--- src/rtl/icache_direct_pkg.sv ---
// Shared definitions for the direct-mapped instruction cache.
// - state_t        : FSM state encoding (2-bit)
// - INDEX_BITS_DEF : default index width (16 lines)
// - ADDR_BITS_DEF  : default address width
package icache_direct_pkg;

  localparam int INDEX_BITS_DEF = 4;
  localparam int ADDR_BITS_DEF  = 32;

  typedef enum logic [1:0] {
    ICACHE_IDLE = 2'd0,
    ICACHE_MISS = 2'd1,
    ICACHE_RESP = 2'd2
  } state_t;

endpackage

--- src/rtl/icache_direct_if.sv ---
// Fetcher + memory-controller handshake bundle for icache_direct.
// Fetch side : fetch_valid/fetch_pc in, inst_ready/inst out.
// Memory side: mem_need/mem_addr out, mem_ready/mem_ins in.
// slave  = the cache's view, master = the environment (fetcher + memctrl).
interface icache_direct_if #(
  parameter int ADDR_BITS = 32
);
  logic                 fetch_valid;
  logic [ADDR_BITS-1:0] fetch_pc;
  logic                 inst_ready;
  logic [31:0]          inst;
  logic                 mem_need;
  logic [ADDR_BITS-1:0] mem_addr;
  logic                 mem_ready;
  logic [31:0]          mem_ins;

  modport slave (
    input  fetch_valid, fetch_pc, mem_ready, mem_ins,
    output inst_ready, inst, mem_need, mem_addr
  );

  modport master (
    output fetch_valid, fetch_pc, mem_ready, mem_ins,
    input  inst_ready, inst, mem_need, mem_addr
  );
endinterface

--- src/rtl/icache_direct_line_ram.sv ---
// Line storage for the direct-mapped cache: valid bits, tags, data words.
// Ports: clk, clr_n (sync active-low valid clear), we/wr_idx/wr_tag/wr_data
// (synchronous fill), rd_idx -> rd_valid/rd_tag/rd_data (combinational read).
module icache_direct_line_ram #(
  parameter int INDEX_BITS = 4,
  parameter int TAG_BITS   = 26
) (
  input  logic                  clk,
  input  logic                  clr_n,
  input  logic                  we,
  input  logic [INDEX_BITS-1:0] wr_idx,
  input  logic [TAG_BITS-1:0]   wr_tag,
  input  logic [31:0]           wr_data,
  input  logic [INDEX_BITS-1:0] rd_idx,
  output logic                  rd_valid,
  output logic [TAG_BITS-1:0]   rd_tag,
  output logic [31:0]           rd_data
);
  localparam int LINES = 2 ** INDEX_BITS;

  logic [LINES-1:0]    valid;
  logic [TAG_BITS-1:0] tag_mem  [LINES];
  logic [31:0]         data_mem [LINES];

  // Only valid bits need clearing; stale tag/data behind a clear bit is harmless.
  always_ff @(posedge clk) begin
    if (!clr_n) valid <= '0;
    else if (we) valid[wr_idx] <= 1'b1;
  end

  always_ff @(posedge clk) begin
    if (we) begin
      tag_mem[wr_idx]  <= wr_tag;
      data_mem[wr_idx] <= wr_data;
    end
  end

  assign rd_valid = valid[rd_idx];
  assign rd_tag   = tag_mem[rd_idx];
  assign rd_data  = data_mem[rd_idx];
endmodule

--- src/rtl/icache_direct.sv ---
// Direct-mapped, one-word-per-line instruction cache.
// Ports: clk_in, rst_in (sync active-low), rdy_in (0 = freeze),
// clear_in (pipeline flush), bus (icache_direct_if.slave: fetch + memctrl).
// Hits answer one cycle after the request is sampled; misses fetch a word
// from memctrl, fill the line, then deliver unless a flush intervened.
module icache_direct
  import icache_direct_pkg::*;
#(
  parameter int INDEX_BITS = INDEX_BITS_DEF,
  parameter int ADDR_BITS  = ADDR_BITS_DEF
) (
  input  logic              clk_in,
  input  logic              rst_in,
  input  logic              rdy_in,
  input  logic              clear_in,
  icache_direct_if.slave    bus
);
  localparam int TAG_BITS = ADDR_BITS - INDEX_BITS - 2;

  state_t                  state;
  logic                    drop;
  logic [ADDR_BITS-1:2]    miss_pc;

  logic [INDEX_BITS-1:0]   rd_idx;
  logic [TAG_BITS-1:0]     pc_tag;
  logic                    rd_valid;
  logic [TAG_BITS-1:0]     rd_tag;
  logic [31:0]             rd_data;
  logic                    hit;
  logic                    fill;
  logic                    pc_lsb_unused;

  assign rd_idx        = bus.fetch_pc[INDEX_BITS+1:2];
  assign pc_tag        = bus.fetch_pc[ADDR_BITS-1:INDEX_BITS+2];
  assign hit           = rd_valid && (rd_tag == pc_tag);
  assign pc_lsb_unused = ^bus.fetch_pc[1:0];

  // Fill happens on the mem_ready edge in MISS regardless of clear/drop:
  // the memctrl transaction completed, so the line is still worth keeping.
  assign fill = rdy_in && (state == ICACHE_MISS) && bus.mem_ready;

  icache_direct_line_ram #(
    .INDEX_BITS (INDEX_BITS),
    .TAG_BITS   (TAG_BITS)
  ) u_ram (
    .clk      (clk_in),
    .clr_n    (rst_in),
    .we       (fill),
    .wr_idx   (miss_pc[INDEX_BITS+1:2]),
    .wr_tag   (miss_pc[ADDR_BITS-1:INDEX_BITS+2]),
    .wr_data  (bus.mem_ins),
    .rd_idx   (rd_idx),
    .rd_valid (rd_valid),
    .rd_tag   (rd_tag),
    .rd_data  (rd_data)
  );

  always_ff @(posedge clk_in) begin
    if (!rst_in) begin
      state          <= ICACHE_IDLE;
      drop           <= 1'b0;
      miss_pc        <= '0;
      bus.inst_ready <= 1'b0;
      bus.inst       <= '0;
      bus.mem_need   <= 1'b0;
      bus.mem_addr   <= '0;
    end else if (rdy_in) begin
      case (state)
        ICACHE_IDLE: begin
          bus.inst_ready <= 1'b0;
          if (!clear_in && bus.fetch_valid) begin
            if (hit) begin
              bus.inst       <= rd_data;
              bus.inst_ready <= 1'b1;
            end else begin
              bus.mem_need <= 1'b1;
              bus.mem_addr <= {bus.fetch_pc[ADDR_BITS-1:2], 2'b00};
              miss_pc      <= bus.fetch_pc[ADDR_BITS-1:2];
              state        <= ICACHE_MISS;
            end
          end
        end
        ICACHE_MISS: begin
          if (bus.mem_ready) begin
            bus.mem_need <= 1'b0;
            bus.mem_addr <= '0;
            if (!drop && !clear_in) begin
              bus.inst       <= bus.mem_ins;
              bus.inst_ready <= 1'b1;
            end
            drop  <= 1'b0;
            state <= ICACHE_RESP;
          end else if (clear_in) begin
            // Cannot abort memctrl; remember to discard the word instead.
            drop <= 1'b1;
          end
        end
        ICACHE_RESP: begin
          // Idle one cycle while memctrl stalls after ins_ready.
          bus.inst_ready <= 1'b0;
          state          <= ICACHE_IDLE;
        end
        default: state <= ICACHE_IDLE;
      endcase
    end
  end
endmodule

--- src/flat_wrapper.sv ---
// flat-port wrapper written by rule: the top's interface ports become plain ports
module icache_direct_flat import icache_direct_pkg::*;
#(
  parameter int INDEX_BITS = INDEX_BITS_DEF,
  parameter int ADDR_BITS  = ADDR_BITS_DEF
)
  (clk_in, rst_in, rdy_in, clear_in, bus_fetch_valid, bus_fetch_pc, bus_mem_ready, bus_mem_ins, bus_inst_ready, bus_inst, bus_mem_need, bus_mem_addr);
  icache_direct_if #(.ADDR_BITS(ADDR_BITS)) bus_i ();
  input  logic clk_in;
  input  logic rst_in;
  input  logic rdy_in;
  input  logic clear_in;
  input wire logic [$bits(bus_i.fetch_valid)-1:0] bus_fetch_valid;
  input wire logic [$bits(bus_i.fetch_pc)-1:0] bus_fetch_pc;
  input wire logic [$bits(bus_i.mem_ready)-1:0] bus_mem_ready;
  input wire logic [$bits(bus_i.mem_ins)-1:0] bus_mem_ins;
  output wire logic [$bits(bus_i.inst_ready)-1:0] bus_inst_ready;
  output wire logic [$bits(bus_i.inst)-1:0] bus_inst;
  output wire logic [$bits(bus_i.mem_need)-1:0] bus_mem_need;
  output wire logic [$bits(bus_i.mem_addr)-1:0] bus_mem_addr;
  assign bus_i.fetch_valid = bus_fetch_valid;
  assign bus_i.fetch_pc = bus_fetch_pc;
  assign bus_i.mem_ready = bus_mem_ready;
  assign bus_i.mem_ins = bus_mem_ins;
  assign bus_inst_ready = bus_i.inst_ready;
  assign bus_inst = bus_i.inst;
  assign bus_mem_need = bus_i.mem_need;
  assign bus_mem_addr = bus_i.mem_addr;
  icache_direct #(.INDEX_BITS(INDEX_BITS), .ADDR_BITS(ADDR_BITS)) u_core (.clk_in(clk_in), .rst_in(rst_in), .rdy_in(rdy_in), .clear_in(clear_in), .bus(bus_i));
endmodule
--- config.mk ---
export PLATFORM = sky130hd
export DESIGN_NAME = icache_direct_flat
export DESIGN_NICKNAME = d
export VERILOG_FILES = /design/src/rtl/icache_direct_pkg.sv /design/src/rtl/icache_direct_if.sv /design/src/rtl/icache_direct_line_ram.sv /design/src/rtl/icache_direct.sv /design/src/flat_wrapper.sv
export SDC_FILE = /design/constraint.sdc
export NUM_CORES = 1
export LEC_CHECK = 0
export ABC_AREA = 1
export CORE_MARGIN = 2
export CORE_UTILIZATION = 45
export CTS_CLUSTER_SIZE = 40
export DETAILED_ROUTE_END_ITERATION = 6
export GPL_ROUTABILITY_DRIVEN = 0
export PLACE_DENSITY_LB_ADDON = 0.15
export SLEW_MARGIN = 20
export SYNTH_ARGS = -nofsm -noshare
export SYNTH_HDL_FRONTEND = slang
export SYNTH_SLANG_ARGS = --single-unit
--- constraint.sdc ---
create_clock -name clk_in -period 11.49 [get_ports clk_in]
set_clock_uncertainty 0.2 [all_clocks]
set_input_delay 2.8725 -clock clk_in [delete_from_list [all_inputs] [get_ports clk_in]]
set_output_delay 2.8725 -clock clk_in [all_outputs]
set_load 0.05 [all_outputs]
======== Word-level counts from Yosys, hierarchy flattened ========
Memory sizes are Yosys's and may differ from the RTL's.
Cells that the tools add are included.
W data, S select, Z words.
operators by class
  reductions and logical operators ........ 18
  bitwise gates (word level) .............. 2
  magnitude comparators ................... 3
  equal/unequal tests ..................... 8
  mux-type cells .......................... 30
operators by type and width
  operator              count
  $mux W32              7
  $pmux W32 S2          2
  $eq A26 B26 Y1        1
  $or A16 B16 Y16       1
  $mux W1               13
  $reduce_and A4 Y1     3
  $lt A4 B5 Y1 const B  2
  $logic_and A1 B1 Y1   6
  $mux W2               3
  $ne A2 B2 Y1 const B  3
  $reduce_and A6 Y1     1
  $reduce_and A5 Y1     1
  $bmux W1 S4           1
  $demux W1 S4          1
  $ge A4 B1 Y1 const B  1
  $ne A2 B1 Y1 const B  2
  $pmux W2 S2           1
  $reduce_bool A2 Y1    2
  $pmux W1 S3           1
  $reduce_and A3 Y1     1
  $reduce_bool A3 Y1    1
  $eq A2 B1 Y1 const B  1
  $eq A2 B2 Y1 const B  1
  $logic_not A1 Y1      2
  other kinds (3)       3
storage, ports and cells
  RAM bits ................................ 928
  word-level logic and storage cells ...... 71
  memories kept ........................... 2
  input bits .............................. 70
  bits in registers ....................... 115
memories
  name                   words  width  rd ports  clocked after Yosys merged registers in  write ports  RTL line                      RTL
  u_core.u_ram.data_mem  16     32     1         0                                        1            icache_direct_line_ram.sv:23  logic [31:0] data_mem [LINES];
  u_core.u_ram.tag_mem   16     26     1         0                                        1            icache_direct_line_ram.sv:22  logic [TAG_BITS-1:0] tag_mem [LINES];

======== Logic depth before layout (Yosys ltp) ========
  depth in word-level cells ............... 6
  depth in mapped cells ................... 23

======== Hierarchy ========
From an unflattened synthesis, not the netlist that was laid out.
unflattened totals
  cells, all modules ...................... 4657
  area total of the unflattened synthesis .. 45586.2 um^2
by module, submodules not included
  module                  area an instance (um^2)  cells each  sequential area each (um^2)  instances
  icache_direct_line_ram  40358.7                  3870        28187.0                      1
  icache_direct           5227.5                   787         1941.9                       1

======== Worst setup path before layout ========
No wires, ideal clock.
  path type ............................... input port to flip-flop
  from .................................... input rdy_in
  to ...................................... memory u_core.u_ram.data_mem[12][0], enable pin
  required time ........................... 10815 ps
  stages on the path ...................... 6
  arrival ................................. 5843 ps
  slack ................................... 4972 ps
  path buffers ............................ 0
  cells stage by stage .................... nand2_1 nor2_1 inv_1 nor3_1 inv_1 nor2_1
on the way
  word-level cells in the longest chain between the ends .. 4
RTL lines
  item                              RTL line                      RTL
  from (decl)                       flat_wrapper.sv:11            input logic rdy_in;
  $logic_and A1 B1 Y1 (2 in a row)  icache_direct.sv:40           assign fill = rdy_in && (state == ICACHE_MISS) && bus.mem_ready;
  $mux W1                           icache_direct_line_ram.sv:32  if (we) begin
  $mux W1 (implied by the code)     icache_direct_line_ram.sv:34  data_mem[wr_idx] <= wr_data;
  to (decl)                         icache_direct_line_ram.sv:23
Every way passes these cells.

======== Final worst setup path ========
  from .................................... input bus_fetch_pc[2]
  to ...................................... register u_core.bus.inst[9]
on the way
  word-level cells in the longest chain between the ends .. 5
  elaborated cells between the ends (all ways) .. 11
RTL lines
  item                                            RTL line                                           RTL
  from (decl)                                     flat_wrapper.sv:14                                 input wire logic [$bits(bus_i.fetch_pc)-1:0] bus_fetch_pc;
  $mem_v2 Z16 W26 or $bmux W1 S4 (tied branches)  -
  $eq A26 B26 Y1 or $mux W1 (tied branches)       icache_direct.sv:35, icache_direct_line_ram.sv:38
  $logic_and A1 B1 Y1                             icache_direct.sv:35                                assign hit = rd_valid && (rd_tag == pc_tag);
  $ne A2 B1 Y1 (no line)                          -
  $reduce_and A6 Y1 (no line)                     -
  to (signal assigned)                            icache_direct.sv:73                                bus.inst <= rd_data;
  to (signal assigned)                            icache_direct.sv:88                                bus.inst <= bus.mem_ins;
  to (decl)                                       icache_direct_if.sv:19                             output inst_ready, inst, mem_need, mem_addr
Several ways; a longest one is shown, not always the timed one. The select of a mux whose other input is x is not followed.
A chain may end at the register's enable or synchronous reset.

==> results.py <==
metrics = {
    "status": {
        "status": "complete, no violations",
    },
    "logic_synthesis": {
        "synth_simple_gate_area_share_pct": 16.7,
        "synth-seq-area-share_pct": 70.3,
        "synth_compound_gate_area_share_pct": 7.76,
        "area_leader_netlist": "edfxtp_1",
        "mappedNetlistArea_sq_mm": 0.0428,
        "synth_xor_area_share_pct": 0.0205,
        "postSynthCellCount": 3931,
        "adder_cell_share_of_the_synthesized_area_pct": 0.0876,
        "netlist-cell-type-count": 34,
        "main_combinational_cell_family_by_area_after_synthesis": "simple AND/OR/NAND/NOR gates",
        "yosysWarnings": 0,
        "muxShareOfSynthArea_pct": 0,
        "synth_seq_cells": 1041,
        "synth_top_area_share_pct": 65.1,
        "synthesis.area_per_instance_sq_um": 10.9,
        "synth.area.top_cells": "edfxtp_1 65%, nand2_1 8.0%, dfxtp_1 5.3%",
    },
    "final_layout": {
        "layout-drive-gt1-share_pct": 6.20,
        "areaGrowthSynthToFinish_pct": 13.9,
        "fillers": 8369,
        "num-nets-final": 4060,
        "final_design_area_no_fill_sq_mm": 0.0488,
    },
    "grt": {
        "gr-usage-met3_pct": 3.07,
        "gr-max-usage-layer": "met2",
        "global_route_track_usage_on_met2_pct": 38.0,
        "globalRouteOverflowTotal": 0,
        "grt_first_pass_wirelength_mm": 170,
        "grtUsageMet1_pct": 32.7,
        "grt_antenna_before_repair": 3,
        "globalRouteTotalUtil_pct": 23.1,
        "maximum_number_of_pins_on_one_net_before_global_route_repair": 176,
        "grt_pass1_vias": 27000,
    },
    "route": {
        "initialDrtViolationCount": 2629,
        "drt-pass1-iter-count": 5,
        "finalWirelength_mm": 114,
        "route.antenna.remaining_nets": 0,
        "routedWlPerCell_microns": 21.3,
        "route.vias.total": 28500,
        "detail_route.drc_violations": 0,
        "via_per_inst": 5.33,
    },
    "clock_tree": {
        "clk_pin_slew_worst_paths_ns": 0.06,
        "post_cts.resized_instances": 0,
        "tritoncts": "yes",
        "htree_levels": 3,
        "cts-root-buf": "clkbuf_16",
        "worstSkewPairLatency_ns": 0.67,
        "postCtsHoldBufs": 0,
        "post-cts-setup-buffer-count": 0,
        "tritoncts.num_buffers": 109,
        "cts_buffer_depth": 3,
        "cts.sinks": 1041,
    },
    "setup_path": {
        "path_max_fanout": 97,
        "end_kind": "register",
        "timing_worst_setup_path_type": "in -> reg",
        "crit_required_ns": 11.84,
        "kind_of_launch_point_of_the_worst_setup_path": "primary input",
        "cp.arrival_ns": 7.74,
    },
    "pwr": {
        "power.density_mw_per_mm2": 169,
        "worst_ir_drop_vdd_mv": 0.117,
        "cellLeakagePower_nw": 18.0,
        "fin_total_pwr_w": 0.00826,
    },
    "timing": {
        "max_freq_mhz": 135,
        "hold_viol": 0,
        "setup_repair_after_global_routing_missed_its_margin": "no",
        "layout_worst_path_cycle_share_pct": 64.3,
        "timing_worst_slew_pin_value_ns": 1.12,
        "final_worst_hold_slack_ns": 0.268,
        "timing.final.max_slew_violations": 0,
        "finalCriticalPeriod_ns": 7.39,
        "maxSlewHeadroom_pct": 25.4,
        "fin_setup_tns_ns": 0,
        "setup_viol": 0,
    },
    "die": {
        "die_width_microns": 313,
        "die-height_microns": 313,
        "die_area_sq_mm": 0.0977,
        "initial_core_util_pct": 45.2,
        "floorplan.rows": 113,
        "boundaryPins": 136,
        "design.core.area_sq_mm": 0.0947,
    },
    "job": {
        "max_cap_violations": 0,
    },
    "min_path": {
        "class_of_the_worst_hold_path": "reg -> reg",
    },
    "placed_design": {
        "place_area_sq_mm": 0.0452,
        "detailedPlacementHpwl_mm": 57.8,
        "numPortBuffers": 131,
    },
}
worst paths after layout:
path                            depth (start not counted)                                endpoint  slack, ns                          startpoint
worst max-delay path                                   19         u_core.bus.inst[9]$_SDFFE_PN0P_       4.10                     bus_fetch_pc[2]
worst min-delay path                                    2      u_core.u_ram.valid[0]$_SDFFE_PN0P_       0.27  u_core.u_ram.valid[0]$_SDFFE_PN0P_
worst max register to register                          8  u_core.u_ram.tag_mem[15][21]$_DFFE_PP_       7.73        u_core.state[0]$_SDFFE_PN0P_
worst min register to register                          2      u_core.u_ram.valid[0]$_SDFFE_PN0P_       0.27  u_core.u_ram.valid[0]$_SDFFE_PN0P_
sequential cells by signal (all words and copies together), names as in the netlist:
signal	count
u_core.bus.inst	32
u_core.state	2
u_core.bus.mem_need	1
u_core.drop	1
u_core.bus.mem_addr	30
u_core.u_ram.tag_mem	416
u_core.bus.inst_ready	1
u_core.miss_pc	30
u_core.u_ram.valid	16
u_core.u_ram.data_mem	512
cell usage in the layout (no fill, tap or decap), types with 3 or more instances in the layout:
cell	count
nand3_1	315
clkbuf_16	110
nand2_1	908
o21ai_0	335
o21ai_1	18
edfxtp_1	928
ha_1	3
a21oi_1	52
clkdlybuf4s50_1	126
clkbuf_1	27
nor2_4	19
or2_2	5
a31oi_1	24
inv_1	261
o221ai_1	46
clkinv_1	22
nor2_1	531
bufinv_16	10
o22ai_1	82
dfxtp_1	113
buf_4	52
clkinv_2	23
clkbuf_8	10
o211ai_1	29
report_power, final:
group	internal [W]	switching, W
sequential	0.00414	0.0000345
clock	0.00205	0.00145
combinational	0.000166	0.000412
synthesized netlist by cell type:
master,n
a21oi_1,52
a31oi_1,24
and3_1,1
buf_1,21
buf_2,59
buf_4,28
buf_6,9
clkbuf_1,124
clkinv_1,4
conb_1,1
dfxtp_1,113
edfxtp_1,928
ha_1,3
inv_1,261
inv_2,3
nand2_1,908
nand2_2,1
nand3_1,315
nand3_2,1
nand3_4,1
nand3b_1,2
nand4_1,1
nor2_1,550
nor2_2,1
nor2_4,1
nor3_1,2
o211ai_1,29
o21ai_0,335
o21ai_1,18
o21bai_2,1
o221ai_1,46
o22ai_1,82
or2_2,5
xor2_1,1
stage by stage:
stage	setup slack [ns]	utilization (%)	cells
global placement	3.43	47.7	5139
detailed placement	3.40	47.7	5140
global route	3.66	51.5	5347
floorplan	4.97	-	3932
CTS	4.08	51.4	5346
finish	4.10	51.5	5349
worst max-delay path, stage by stage:
cell      delay, ns
buf_8          0.25
buf_4          0.87
buf_4          0.88
nor2_1         0.12
nor2_1         0.11
o21ai_1        0.08
nand3_1        0.12
nand3_1        0.10
nand2_1        0.09
nand2_1        0.05
nand2_1        0.17
nand2_1        0.07
nor2_1         0.17
nand3_1        0.12
o21bai_2       0.14
buf_4          0.39
nand2_2        0.58
nor2_1         0.29
nor2_1         0.08
cell families (layout without fill, tap and decap cells):
logic type | count (synthesis) | in the layout
other | 1 | 4
AND/OR/NAND/NOR | 1789 | 1789
flip-flops | 1041 | 1041
XOR/XNOR | 1 | 1
adder cells (fa/ha/maj) | 3 | 3
AO/OA/AOI/OAI | 587 | 587
buffers and inverters | 509 | 659
per-layer routing:
layer  share of wire [%]  up-vias
li1                    -    13600
met1                  45    13900
met2                  47      883
met3                 5.9      141
met4                 1.9        4
met5               0.026        -
layout make-up:
cell class	instances	area (sq um)	area share, %
flip-flops and latches	1041	30100	61.8
clock inverters	59	571	1.17
diodes	2	5.00	0.0103
repair buffers	185	1770	3.63
inverters	268	1020	2.10
well taps	1265	1580	3.25
multi-input cells	2382	10700	21.9
clock buffers	147	2990	6.14
Note: power is estimated with default switching activity, not from simulation.
